<file path="src/rtl/memoria_escritura_pkg.sv">
// Shared constants and state encoding for the writable 8x32 data memory.
// Imported by the interface, the clear counter and the top.
package memoria_escritura_pkg;

  localparam int DATA_W_DEF = 32;
  localparam int ADDR_W_DEF = 3;
  localparam int LANE_W     = 8;

  typedef enum logic {
    ST_INIT = 1'b0,
    ST_IDLE = 1'b1
  } state_e;

  // The write counter holds at its ceiling instead of wrapping.
  function automatic logic [7:0] sat_inc8(input logic [7:0] v);
    return (v == 8'hFF) ? v : v + 8'd1;
  endfunction

endpackage

</file>
<file path="src/rtl/memoria_escritura_if.sv">
// Write-side valid/ready bus of memoria_escritura: address, data and byte enables.
interface memoria_escritura_if
  import memoria_escritura_pkg::*;
#(
  parameter int DATA_W = DATA_W_DEF,
  parameter int ADDR_W = ADDR_W_DEF
) ();

  localparam int BE_W = DATA_W / LANE_W;

  logic              wr_valid;
  logic              wr_ready;
  logic [ADDR_W-1:0] wr_addr;
  logic [DATA_W-1:0] wr_data;
  logic [BE_W-1:0]   wr_be;

  modport master (output wr_valid, wr_addr, wr_data, wr_be, input wr_ready);
  modport slave  (input wr_valid, wr_addr, wr_data, wr_be, output wr_ready);

endinterface

</file>
<file path="src/rtl/memoria_escritura_init_ctr.sv">
// Clear pointer for the INIT sweep; one bit wider than the address so the
// step from the last word to DEPTH is seen as a carry rather than a wrap.
module memoria_escritura_init_ctr
  import memoria_escritura_pkg::*;
#(
  parameter int ADDR_W = ADDR_W_DEF
) (
  input  logic              clk_i,
  input  logic              rst_n_i,
  input  logic              start_i,
  input  logic              en_i,
  output logic [ADDR_W-1:0] ptr_o,
  output logic              last_o
);

  localparam logic [ADDR_W:0] ONE = {{ADDR_W{1'b0}}, 1'b1};

  logic [ADDR_W:0] ptr_q, ptr_d, ptr_inc;

  assign ptr_inc = ptr_q + ONE;
  assign last_o  = ptr_inc[ADDR_W];
  assign ptr_o   = ptr_q[ADDR_W-1:0];

  always_comb begin
    ptr_d = ptr_q;
    if (start_i) begin
      ptr_d = '0;
    end else if (en_i) begin
      ptr_d = last_o ? '0 : ptr_inc;
    end
  end

  always_ff @(posedge clk_i or negedge rst_n_i) begin
    if (!rst_n_i) begin
      ptr_q <= '0;
    end else begin
      ptr_q <= ptr_d;
    end
  end

endmodule

</file>
<file path="src/rtl/memoria_escritura.sv">
// Writable DEPTH x DATA_W data memory with byte-enable writes, self-clear after
// reset or on request, and a combinational read port matching the datapath ROMs.
module memoria_escritura
  import memoria_escritura_pkg::*;
#(
  parameter int DATA_W = DATA_W_DEF,
  parameter int ADDR_W = ADDR_W_DEF
) (
  input  logic                clk_i,
  input  logic                rst_n_i,
  input  logic                clr_i,
  memoria_escritura_if.slave  wr_if,
  input  logic [ADDR_W-1:0]   addr_i,
  output logic [DATA_W-1:0]   dato_o,
  output logic                init_busy_o,
  output logic [7:0]          wr_count_o
);

  localparam int DEPTH = 2 ** ADDR_W;
  localparam int BE_W  = DATA_W / LANE_W;

  state_e            state_q, state_d;
  logic [7:0]        count_q, count_d;
  logic              busy_q;
  logic [DATA_W-1:0] mem_q [DEPTH];
  logic [DATA_W-1:0] merged_w;
  logic [ADDR_W-1:0] clr_ptr;
  logic              clr_last;
  logic              wr_ready_w;
  logic              accept_w;

  assign wr_ready_w     = (state_q == ST_IDLE) && !clr_i;
  assign wr_if.wr_ready = wr_ready_w;
  assign accept_w       = wr_if.wr_valid && wr_ready_w;

  memoria_escritura_init_ctr #(.ADDR_W(ADDR_W)) u_init_ctr (
    .clk_i   (clk_i),
    .rst_n_i (rst_n_i),
    .start_i ((state_q == ST_IDLE) && clr_i),
    .en_i    (state_q == ST_INIT),
    .ptr_o   (clr_ptr),
    .last_o  (clr_last)
  );

  always_comb begin
    state_d = state_q;
    count_d = count_q;
    case (state_q)
      ST_INIT: begin
        if (clr_last) begin
          state_d = ST_IDLE;
        end
      end
      ST_IDLE: begin
        if (clr_i) begin
          state_d = ST_INIT;
          count_d = '0;
        end else if (accept_w) begin
          count_d = sat_inc8(count_q);
        end
      end
      default: state_d = ST_INIT;
    endcase
  end

  always_ff @(posedge clk_i or negedge rst_n_i) begin
    if (!rst_n_i) begin
      state_q <= ST_INIT;
      count_q <= '0;
      busy_q  <= 1'b1;
    end else begin
      state_q <= state_d;
      count_q <= count_d;
      busy_q  <= (state_d == ST_INIT);
    end
  end

  // Disabled byte lanes keep the currently stored bytes of the target word.
  always_comb begin
    merged_w = mem_q[wr_if.wr_addr];
    for (int k = 0; k < BE_W; k++) begin
      if (wr_if.wr_be[k]) begin
        merged_w[k*LANE_W +: LANE_W] = wr_if.wr_data[k*LANE_W +: LANE_W];
      end
    end
  end

  // Contents are only cleared by the INIT sweep, never by the reset itself.
  always_ff @(posedge clk_i) begin
    if (state_q == ST_INIT) begin
      mem_q[clr_ptr] <= '0;
    end else if (accept_w) begin
      mem_q[wr_if.wr_addr] <= merged_w;
    end
  end

  assign dato_o      = busy_q ? '0 : mem_q[addr_i];
  assign init_busy_o = busy_q;
  assign wr_count_o  = count_q;

endmodule

</file>
<file path="src/flat_wrapper.sv">
// flat-port wrapper written by rule: the top's interface ports become plain ports
module memoria_escritura_flat import memoria_escritura_pkg::*;
#(
  parameter int DATA_W = DATA_W_DEF,
  parameter int ADDR_W = ADDR_W_DEF
)
  (clk_i, rst_n_i, clr_i, addr_i, dato_o, init_busy_o, wr_count_o, wr_if_wr_valid, wr_if_wr_addr, wr_if_wr_data, wr_if_wr_be, wr_if_wr_ready);
  memoria_escritura_if #(.DATA_W(DATA_W), .ADDR_W(ADDR_W)) wr_if_i ();
  input  logic clk_i;
  input  logic rst_n_i;
  input  logic clr_i;
  input  logic [ADDR_W-1:0] addr_i;
  output logic [DATA_W-1:0] dato_o;
  output logic init_busy_o;
  output logic [7:0] wr_count_o;
  input wire logic [$bits(wr_if_i.wr_valid)-1:0] wr_if_wr_valid;
  input wire logic [$bits(wr_if_i.wr_addr)-1:0] wr_if_wr_addr;
  input wire logic [$bits(wr_if_i.wr_data)-1:0] wr_if_wr_data;
  input wire logic [$bits(wr_if_i.wr_be)-1:0] wr_if_wr_be;
  output wire logic [$bits(wr_if_i.wr_ready)-1:0] wr_if_wr_ready;
  assign wr_if_i.wr_valid = wr_if_wr_valid;
  assign wr_if_i.wr_addr = wr_if_wr_addr;
  assign wr_if_i.wr_data = wr_if_wr_data;
  assign wr_if_i.wr_be = wr_if_wr_be;
  assign wr_if_wr_ready = wr_if_i.wr_ready;
  memoria_escritura #(.DATA_W(DATA_W), .ADDR_W(ADDR_W)) u_core (.clk_i(clk_i), .rst_n_i(rst_n_i), .clr_i(clr_i), .wr_if(wr_if_i), .addr_i(addr_i), .dato_o(dato_o), .init_busy_o(init_busy_o), .wr_count_o(wr_count_o));
endmodule
</file>
<file path="config.mk">
export PLATFORM = sky130hd
export DESIGN_NAME = memoria_escritura_flat
export DESIGN_NICKNAME = d
export VERILOG_FILES = /design/src/rtl/memoria_escritura_pkg.sv /design/src/rtl/memoria_escritura_if.sv /design/src/rtl/memoria_escritura_init_ctr.sv /design/src/rtl/memoria_escritura.sv /design/src/flat_wrapper.sv
export SDC_FILE = /design/constraint.sdc
export NUM_CORES = 1
export LEC_CHECK = 0
export ABC_AREA = 1
export CAP_MARGIN = 40
export CORE_MARGIN = 3
export CORE_UTILIZATION = 58
export DETAILED_ROUTE_END_ITERATION = 7
export GPL_TIMING_DRIVEN = 0
export PLACE_DENSITY = 0.79
export SKIP_CTS_REPAIR_TIMING = 1
export SLEW_MARGIN = 10
export SYNTH_ARGS = -nofsm -noshare
export SYNTH_HDL_FRONTEND = slang
export SYNTH_SLANG_ARGS = --single-unit
export TNS_END_PERCENT = 10
</file>
<file path="constraint.sdc">
create_clock -name clk_i -period 2.53 [get_ports clk_i]
set_input_delay 0.6325 -clock clk_i [delete_from_list [all_inputs] [get_ports clk_i]]
set_output_delay 0.6325 -clock clk_i [all_outputs]
set_load 0.02 [all_outputs]
</file>
# After elaboration in Yosys (flattened, before gate mapping)
# Memories as Yosys holds them, arrays and structs flattened.
# Cells that the tools add are included.
[classes] eq_ne=7 n_mux=21 n_addsub=2 reduce_logical=11 n_bitwise=2
[op_table] op="32-bit 2-to-1 mux" count=2
[op_table] op="8-bit 2-to-1 mux" count=7
[op_table] op="32-bit OR reduction" count=1
[op_table] op="4-bit 2-to-1 mux" count=3
[op_table] op="8-bit by 1-bit adder with 8-bit output (second input constant)" count=1
[op_table] op="8-bit == test (second input constant)" count=1
[op_table] op="2-bit AND reduction" count=4
[op_table] op="1-bit 2-to-1 mux" count=6
[op_table] op="3-bit 2-to-1 mux" count=2
[op_table] op="4-bit by 1-bit adder with 4-bit output (second input constant)" count=1
[op_table] op="1-bit inequality test (second input constant)" count=4
[op_table] op="2-bit inequality test (second input constant)" count=2
[op_table] op="1-bit logical AND" count=3
[op_table] op="3-bit AND reduction" count=1
[op_table] op="1-bit NOT" count=2
[op_table] op="1-bit case mux with 2 select lines" count=1
[op_table] op="2-bit nonzero test" count=1
[op_table] op="1-bit logical NOT" count=1
[word_totals] output_inout_bits=42 n_memories=1 wordCells=48 inputBits=46 ram_bits=256 ff_bits=14
[mem_list] memory="u_core.mem_q" words=8 word_bits=32 rd=1 rd_clocked_by_memory_dff=0 wr=1 line="memoria_escritura.sv:25" rtl="logic [DATA_W-1:0] mem_q [DEPTH];"

# Longest topological paths before layout
# Gate-level depths: netlist (run 1).
[logic_depth] word_depth=9 depth_mapped=9 depth_no_buf=9

# By module
# Synthesis (run 1) repeated with hierarchy kept, for this count alone.
[hier_totals] cells_unflattened=945 area_unflattened_um2=11323.4
[modules_own_cells] mod="memoria_escritura" cells_per_inst=925 seq_area_each_um2=7938.9 area_each_um2=11157.0 instances=1
[modules_own_cells] mod="memoria_escritura_init_ctr" cells_per_inst=20 seq_area_each_um2=75.1 area_each_um2=166.4 instances=1

# Least setup slack after synthesis (run 1)
# Ideal clock, no wire load.
[synth_path] path_type="input port to output port" start="in addr_i[0]" end="out dato_o[23]" slack_ps=162 arrival_ps=1736 required_ps=1898 cell_stages=7 path_cell_list="inv_1 -> buf_2 -> clkbuf_1 -> nor2_1 -> o22ai_1 -> nor2_1 -> nor2_1"
[synth_via] elab_chain_len=2
[synth_lines] item="start, declared" line="flat_wrapper.sv:12" rtl="input logic [ADDR_W-1:0] addr_i;"
[synth_lines] item="memory 8 x 32 bit"
[synth_lines] item="32-bit 2-to-1 mux" line="memoria_escritura.sv:97" rtl="assign dato_o = busy_q ? '0 : mem_q[addr_i];"
[synth_lines] item="end, declared" line="flat_wrapper.sv:13" rtl="output logic [DATA_W-1:0] dato_o;"
# No other way between the ends.

# Worst setup path in the final report (run 1)
[layout_path] start="reg u_core.busy_q, in the netlist u_core.init_busy_o" end="out dato_o[12]"
[layout_via] elab_chain_len=1
[layout_lines] item="start, declared" line="memoria_escritura.sv:24" rtl="logic busy_q;"
[layout_lines] item="start signal, assigned" line="memoria_escritura.sv:74" rtl="busy_q <= (state_d == ST_INIT);"
[layout_lines] item="32-bit 2-to-1 mux" line="memoria_escritura.sv:97"
# No other way between the ends.

==> flow_summary.toml, run 1 <==
[sta]
drv_slew = 0
rsz0062_at_grt = "true"
finalSetupViolCount = 139
relSlewSlack = 0.205
holdWs_ns = 0.488
fin_skew_ns = 0.0118
worstMarginPinSlew_ns = 1.19
min_period_over_period = 1.03
hold_violations = 0
final.setup.worst_slack_ns = -0.0833
min_period_ns = 2.61
max_freq_mhz = 383

[pwr]
ir_worst_vdd_mv = 0.691
pwr_density_cell_mw_per_mm2 = 984
p_leak_nw = 5.26
total_power_mw = 13.8

[setup_path]
cpMostUsedCell = "buf_4"
r2r_start = "u_core.state_q"
cp.required_ns = 1.90
worstPathArrival_ns = 1.98
slowest_delay_ns = 0.56
cp-end-kind = "output port"
cp-start-kind = "flop"
cp_slowest_cell = "dfstp_2"
cp_max_fo = 5
crit_family = "buffers and inverters"
ff2ff_setup_slack_ns = 0.23
ff2ff_path_depth = 8
path_cells = "clkinvlp_4 > buf_6 > buf_4 > o21ai_1 > nor2_1 > buf_4"
path_depth = 6
reg2reg_to = "u_core.mem_q[4][28]"
crit_end = "dato_o[12]"
critPathKind = "flop to output port"
cp-startpoint = "u_core.init_busy_o"
cp_num_buf_inv = 4

[clock_tree]
ctsLongestPathBuffers = 3
cts_tree = "yes"
cts_buffers = 26
clock-root-buffer = "clkbuf_16"
insertion_delay_ns = 0.53
h-tree-depth = 1
clock-sinks = 269
clk_pin_slew_worst_paths_ns = 0.07

[detailed_routing]
drtPass1Iterations = 5
wl_per_cell_um = 21.4
wirelength_um = 29100
drc_errors = 0
viasPerCell = 6.01
drt_iter0_markers = 882
via_count = 8158
ant_nets = 0

[synthesis]
synth_ff_type = "edfxtp_1"
synth_top_area_cell = "edfxtp_1"
synth_edf_count = 256
async_flop_share = 0.0483
ys_seq_elements = 269
ys_warn_count = 0
synth_top_cell_area_share = 0.683
syn_inst = 944
synth_cell_types = 28
synth_area_mm2 = 0.0113
ys_seq_area_frac = 0.712
syn-num-nets = 992
synthTopCellsByArea = "edfxtp_1, nor2_1, o21ai_0"
syn_area_per_cell_um2 = 11.9

[placed_design]
gp_congestion = 0.859
dp_hpwl_um = 17700
place.port_buffers = 85
placedCellCount = 1295

[final_layout]
nNetsFinal = 1126
final_cell_mix = "edfxtp_1, nor2_1, o21ai_0"
fillers = 1169
utilization = 0.741
instances_no_fill = 1357
diodes = 0
synthToLayoutAreaGrowth_pct = 24.3
layout_commonest_cell = "edfxtp_1"
register_area_mm2 = 0.00801
multi_input_area_mm2 = 0.00308
layout-drive-gt1-share = 0.215

[outcome]
outcome = "complete, but fails checks"
violations = "negative setup slack"

[grt]
grt_usage = 0.251
first_global_vias = 7788
grt_pass1_wl_um = 41800
grt_max_degree = 15
grt_antenna_before_repair = 0
grt_overflow = 0

[min_path]
hold_path_class = "input port to async pin"

[floorplanning]
die-area_mm2 = 0.0211
die_h_um = 145
rows = 50
die_w_um = 145
num_io_pins = 88
core_mm2 = 0.0189
start_util = 0.596

[flow_run]
maxCapViolations = 0
[state kept, by name, indices dropped and copies added, names as in the netlist]
register,flops
u_core.init_busy_o,1
u_core.mem_q,256
u_core.state_q,1
u_core.u_init_ctr.ptr_q,3
u_core.wr_count_o,8
[worst min path at each step]
stage | cells past startpoint | end
2_1_floorplan | 0 | u_core.state_q
3_3_place_gp | 2 | u_core.wr_count_o[1]
3_5_place_dp | 2 | u_core.wr_count_o[3]
4_1_cts | 1 | u_core.u_init_ctr.ptr_q[0]
5_1_grt | 1 | u_core.u_init_ctr.ptr_q[1]
6_report | 1 | u_core.u_init_ctr.ptr_q[0]
[metrics by stage]
step	setup TNS [ns]	setup slack, ns	instance area (um2)
floorplan	0	0.162	11300
global placement	-295.25	-1.28	12400
detailed placement	-303.94	-1.34	12500
CTS	-70.12	-1.36	13400
global route	-26.29	-0.169	14000
finish	-3.83	-0.0833	14000
[cell usage after synthesis, types with 8 or more instances]
library cell and n:
o22ai_1 33, nand3_1 20, inv_1 51, nand3_2 8
nand2_1 25, buf_2 13, dfrtp_1 12, edfxtp_1 256
o21ai_1 16, o21ai_0 151, nor2_1 261, mux2i_1 32
clkbuf_1 28
[power breakdown]
group	switching [mW]	internal [mW]	leakage, nW	total, mW
Clock	1.62	2.45	0.437	4.07
Sequential	0.289	6.12	2.57	6.41
Combinational	2.25	1.04	2.25	3.30
[layer usage]
layer | vias up | track usage | routed length [um] | share of wire
li1 | 3619 | - | - | -
met2 | 535 | 0.417 | 14300 | 0.49
met3 | 90 | 0.0495 | 2980 | 0.10
met5 | - | 0 | 0 | 0
met4 | 0 | 0.0945 | 991 | 0.034
met1 | 3914 | 0.332 | 10800 | 0.37
[logic make-up (layout without fill, tap and decap cells)]
logic type      Yosys count  after routing  synth area share
xor+xnor                  3              3           0.00233
fa+ha+maj                 2              2           0.00222
flops                   269            269             0.712
simple gates            325            325             0.119
compound gates          210            210            0.0989
buf+inv                 103            256            0.0378
mux                      32             32            0.0284
[layout make-up]
| class | count | share of cell area |
|---|---|---|
| clock buffer | 32 | 0.0496 |
| buffer | 51 | 0.0310 |
| clock inverter | 15 | 0.0141 |
| multi-input combinational | 572 | 0.220 |
| timing repair buffer | 106 | 0.0753 |
| tap | 260 | 0.0232 |
| inverter | 52 | 0.0144 |
| sequential | 269 | 0.572 |
(Power assumes the default switching activity.)
==> inputs of run 2 (changes only) <==
--- a/config.mk
+++ b/config.mk
@@ -16,5 +16,6 @@
 export SLEW_MARGIN = 10
 export SYNTH_ARGS = -nofsm -noshare
 export SYNTH_HDL_FRONTEND = slang
+export SYNTH_HIERARCHICAL = 1
 export SYNTH_SLANG_ARGS = --single-unit
 export TNS_END_PERCENT = 10
==> run 2 against run 1 <==
Compared with the run above: the flow still finishes with violations (negative setup slack); flip-flop and latch count is the same; clock power is essentially flat; total power shrank 1.2%; critical endpoint is now u_core/mem_q[3][12]; worst setup slack lost 0.041 ns; largest power group unchanged; die area grew 0.52%; final cell count shrank 0.74%; synthesized area grew 0.54%; critical path type is now input port to flop; synthesized cell count grew 0.11%; global-route usage shrank 0.46 points; clock skew grew 0.00091 ns; utilization shrank 1.8 points; via count shrank 2.5%.
==> flow_summary.toml, run 2 <==
[synthesis]
synthTopCellsByArea = "edfxtp_1, nor2_1, o21ai_0"
synth_top_family_by_area = "simple AND/OR/NAND/NOR gates"
synth_top_cell_area_share = 0.679
synth_ff_type = "edfxtp_1"
syn_inst = 945
synth-xor-area-share = 0.000773
synthSimpleGateAreaFrac = 0.121
synth_edf_count = 256
ys_top_cells_by_count = "nor2_1, edfxtp_1, o21ai_0"
ys_seq_area_frac = 0.708
synth_area_mm2 = 0.0113
async_flop_share = 0.0483
synthAdderAreaFrac = 0.00221
ys_seq_elements = 269
synth_cell_types = 31
synth_compound_area_frac = 0.101
syn_area_per_cell_um2 = 12.0
synth_top_area_cell = "edfxtp_1"
ys_warn_count = 6
syn-num-nets = 993
synth_most_common_cell = "nor2_1"
synth.area.mux_share = 0.0283

[sta]
worstMarginPinSlew_ns = 1.04
hold_violations = 0
fin_skew_ns = 0.0127
min_period_over_period = 1.05
finalSetupViolCount = 42
rsz0062_at_grt = "true"
drv_slew = 0
min_period_ns = 2.65
max_freq_mhz = 377
relSlewSlack = 0.309
final.setup.worst_slack_ns = -0.124

[setup_path]
critPathKind = "input port to flop"
cp_num_buf_inv = 2
cp-end-kind = "flop"
slowest_delay_ns = 0.52
cpMostUsedCell = "nand2_4"
worstPathArrival_ns = 2.87
path_cells = "clkdlybuf4s50_1 > nor2_4 > o211ai_4 > nand2_4 > nand2_1 > nand2_4 > nand3_2 > nor2_1 > buf_4"
cp.required_ns = 2.75
crit_family = "simple AND/OR/NAND/NOR gates"
cp_slowest_cell = "nor2_1"
cp-start-kind = "input port"
cp_max_fo = 7

[placed_design]
dp_hpwl_um = 17600
place.port_buffers = 85
placedCellCount = 1294
gp_congestion = 0.832

[final_layout]
diodes = 0
layout-drive-gt1-share = 0.166
largest_register = "u_core/mem_q"
utilization = 0.723
layout_commonest_cell = "edfxtp_1"
synthToLayoutAreaGrowth_pct = 21.0
final_cell_mix = "edfxtp_1, nor2_1, o21ai_0"
largest_reg_flops = 256
nNetsFinal = 1117
instances_no_fill = 1347

[clock_tree]
h-tree-depth = 1
cts_buffers = 26
cts_tree = "yes"
ctsLongestPathBuffers = 3
insertion_delay_ns = 0.52
clock-sinks = 269
clock-root-buffer = "clkbuf_16"
clk_pin_slew_worst_paths_ns = 0.06

[grt]
grt_max_degree = 16
first_global_vias = 7807
grt_antenna_before_repair = 0
grt_usage = 0.246
grt_overflow = 0
grt_pass1_wl_um = 41200

[detailed_routing]
wl_per_cell_um = 20.4
wl_met2_um = 13500
drt_iter0_markers = 1178
viasPerCell = 5.91
wirelength_um = 27500
wl_met1_um = 10100
drtPass1Iterations = 5
ant_nets = 0
via_count = 7955
drc_errors = 0
met3_length_um = 2800
top_layer = "met4"

[floorplanning]
rows = 50
die-area_mm2 = 0.0212
core_mm2 = 0.0190
start_util = 0.597
num_io_pins = 88
die_h_um = 146
die_w_um = 146

[min_path]
hold_path_class = "input port to async pin"

[pwr]
ir_worst_vdd_mv = 0.722
p_leak_nw = 5.17
pwr_density_cell_mw_per_mm2 = 994

[outcome]
violations = "negative setup slack"
outcome = "complete, but fails checks"

[flow_run]
maxCapViolations = 0
-- run 2: cell types whose count changed in the layout (fill, tap and decap cells not counted), sizes merged, moves of 2 or more --
| cell | previous run | this run |
|---|---|---|
| a21oi | 7 | 9 |
| clkbuf | 65 | 72 |
| nand3b | 0 | 3 |
| nand3 | 28 | 21 |
| clkinv | 10 | 8 |
| xnor2 | 2 | 0 |
| buf | 66 | 48 |
| inv | 51 | 54 |
-- run 2: layout make-up --
type / count / area [um2]
timing repair buffer: 96 / 886
buffer: 52 / 409
clock buffer: 31 / 691
clock inverter: 15 / 224
fill: 1193 / 5260
multi-input combinational: 570 / 2940
sequential: 269 / 8010
tap: 260 / 325
inverter: 54 / 205
-- run 2: report_power, final --
group	leakage, nW	switching, mW	internal, mW
combinational	2.19	2.20	0.912
sequential	2.54	0.292	6.13
clock	0.440	1.53	2.55
-- run 2: worst register-to-register path, cell delays in order, from the launching register on --
cell and delay (ns):
dfrtp_1 0.37, inv_2 0.10, nor2_4 0.18, o211ai_4 0.15, nand2_4 0.14, nand2_1 0.10, nand2_4 0.11, nand3_2 0.21
nor2_1 0.52, buf_4 0.28
-- run 2: worst paths after layout --
path | slack (ns) | end | depth (start not counted) | start
min in group clk_i | 0.52 | u_core/init_busy_o | 1 | u_core/state_q
max reg2reg | 0.09 | u_core/mem_q[3][12] | 9 | u_core/state_q
max | -0.12 | u_core/mem_q[3][12] | 9 | clr_i
max in group asynchronous | 1.61 | u_core/u_init_ctr/ptr_q[2] | 1 | rst_n_i
min | 0.51 | u_core/wr_count_o[0] | 1 | rst_n_i
min reg2reg | 0.52 | u_core/init_busy_o | 1 | u_core/state_q
-- run 2: kinds of logic (layout without fill, tap and decap cells) --
family	count (synthesis)	in the layout
buf+inv	106	248
compound gates	212	212
mux	32	32
simple gates	323	323
xor+xnor	1	1
flops	269	269
fa+ha+maj	2	2
-- run 2: per-layer routing --
layer	up-vias	track usage
met5	-	0
met3	92	0.0483
met4	0	0.112
li1	3599	-
met2	516	0.403
met1	3748	0.322
-- run 2: stage by stage --
stage	area (um2)	setup TNS, ns	hold WS (ns)	power (mW)	setup WS (ns)
2_1_floorplan	11300	0	0.337	8.19	0.248
4_1_cts	13400	-37.99	0.511	13.5	-1.25
3_5_place_dp	12500	-197.79	0.503	9.43	-1.18
3_3_place_gp	12500	-194.23	0.493	9.27	-1.17
5_1_grt	13700	-6.95	0.535	14.1	-0.158
6_report	13700	-1.32	0.505	13.6	-0.124
==> inputs of run 3 (changes only) <==
--- a/config.mk
+++ b/config.mk
@@ -8,10 +8,10 @@
 export ABC_AREA = 1
 export CAP_MARGIN = 40
 export CORE_MARGIN = 3
-export CORE_UTILIZATION = 58
+export CORE_UTILIZATION = 60
 export DETAILED_ROUTE_END_ITERATION = 7
 export GPL_TIMING_DRIVEN = 0
-export PLACE_DENSITY = 0.79
+export PLACE_DENSITY = 0.82
 export SKIP_CTS_REPAIR_TIMING = 1
 export SLEW_MARGIN = 10
 export SYNTH_ARGS = -nofsm -noshare
==> constraint.sdc (replaced) <==
create_clock -name clk_i -period 3.25 [get_ports clk_i]
set_input_delay 0.8125 -clock clk_i [delete_from_list [all_inputs] [get_ports clk_i]]
set_output_delay 0.8125 -clock clk_i [all_outputs]
set_load 0.02 [all_outputs]
==> run 3 against run 2 <==
Compared with the run above: the run now ends clean; clock power fell by 31%; sequential power fell by 22%; total power fell by 26%; flip-flop and latch count did not move; global-route usage rose by 0.41 points; final area fell by 2.1%; via count fell by 1.8%; register-to-register slack improved by 0.76 ns.
==> flow_summary.toml, run 3 (same netlist as run 2, synthesis figures left out) <==
[grt]
first_global_vias = 7586
grt_usage = 0.250
grt_max_degree = 14
grt_antenna_before_repair = 0
grt_overflow = 0
grt_pass1_wl_um = 39300

[floorplanning]
num_io_pins = 88
die-area_mm2 = 0.0206
core_mm2 = 0.0183
start_util = 0.620
rows = 49
die_h_um = 143
die_w_um = 143

[pwr]
seq_power_share = 0.493
pwr_density_cell_mw_per_mm2 = 756
p_comb_frac = 0.229
p_sw_mw = 3.00
p_clk_frac = 0.278
ir_worst_vdd_mv = 0.447
p_int_mw = 7.14
p_leak_nw = 5.29
p_sw_frac = 0.296

[setup_path]
cp-end-kind = "output port"
path_cells = "dlymetal6s2s_1 > inv_2 > clkbuf_4 > clkbuf_4 > nor2_1 > o21ai_0 > o21ai_0 > nor2_1 > dlymetal6s2s_1"
cp-start-kind = "input port"
cp_num_buf_inv = 5
slowest_delay_ns = 0.26
worstPathArrival_ns = 2.40
critPathKind = "input port to output port"
cp_slowest_cell = "clkbuf_4"
crit_family = "buffers and inverters"
cp.required_ns = 2.44
cp_max_fo = 10

[outcome]
outcome = "finished, final reports clean"

[final_layout]
final_cell_mix = "nor2_1, edfxtp_1, o21ai_0"
synthToLayoutAreaGrowth_pct = 18.4
layout-drive-gt1-share = 0.105
instances_no_fill = 1310
largest_reg_flops = 256
layout_commonest_cell = "nor2_1"
diodes = 0
nNetsFinal = 1114
utilization = 0.734
largest_register = "u_core/mem_q"

[sta]
fin_tns_setup_ns = 0
finalSetupViolCount = 0
max_freq_mhz = 312
hold_violations = 0
fin_skew_ns = 0.00743
worstMarginPinSlew_ns = 0.918
min_period_over_period = 0.988
min_period_ns = 3.21
drv_slew = 0
final.setup.worst_slack_ns = 0.0399
relSlewSlack = 0.386

[detailed_routing]
ant_nets = 0
drtPass1Iterations = 5
drt_iter0_markers = 908
wirelength_um = 26200
viasPerCell = 5.96
wl_per_cell_um = 20.0
via_count = 7814
drc_errors = 0

[clock_tree]
insertion_delay_ns = 0.51
clock-root-buffer = "clkbuf_16"
h-tree-depth = 1
clk_pin_slew_worst_paths_ns = 0.06
ctsLongestPathBuffers = 3
cts_buffers = 26
clock-sinks = 269
cts_tree = "yes"

[placed_design]
gp_congestion = 0.846
place.port_buffers = 85
dpl_worst_slack_ns = -0.830
placedCellCount = 1264
dp_hpwl_um = 17400

[min_path]
hold_path_class = "flop to flop"

[flow_run]
maxCapViolations = 0
## run 3: metal layers
metal  wire length (um)  track usage
met1              10200        0.333
met2              12700        0.406
met3               2400       0.0476
met4                868        0.114
met5                  0            0
## run 3: path summary, 6_finish.rpt
| path | from | end | slack, ns | cells past startpoint |
|---|---|---|---|---|
| max in group asynchronous | rst_n_i | u_core/wr_count_o[6] | 2.16 | 1 |
| worst min-delay path | u_core/wr_count_o[0] | u_core/wr_count_o[0] | 0.55 | 1 |
| worst min register to register | u_core/wr_count_o[0] | u_core/wr_count_o[0] | 0.55 | 1 |
| min in group asynchronous | rst_n_i | u_core/wr_count_o[0] | 0.68 | 1 |
| worst max register to register | u_core/state_q | u_core/mem_q[1][27] | 0.85 | 8 |
| worst max-delay path | addr_i[0] | dato_o[28] | 0.04 | 9 |
## run 3: per-stage QoR
stage | area (um2) | power (mW) | hold slack (ns)
floorplan | 11300 | 6.38 | 0.474
CTS | 13300 | 10.1 | 0.544
detailed placement | 12500 | 7.34 | 0.531
global route | 13400 | 10.5 | 0.571
finish | 13400 | 10.1 | 0.549
global placement | 12500 | 7.21 | 0.509
## run 3: layout make-up
| type | instances | area, um2 |
|---|---|---|
| Buffer | 52 | 295 |
| Clock buffer | 36 | 709 |
| Clock inverter | 7 | 82.6 |
| Fill cell | 1147 | 4870 |
| Inverter | 54 | 203 |
| Multi-Input combinational cell | 570 | 2870 |
| Sequential cell | 269 | 8010 |
| Tap cell | 229 | 287 |
| Timing Repair Buffer | 93 | 948 |
## run 3: power by group through the flow
stage,clock [mW],sequential (mW),combinational (mW)
after CTS,2.84,4.99,2.31
after global routing,3.00,5.04,2.50
final,2.82,4.99,2.33
after global placement,0,5.02,2.19
after floorplan,0,5.00,1.37
after detailed placement,0,5.05,2.29
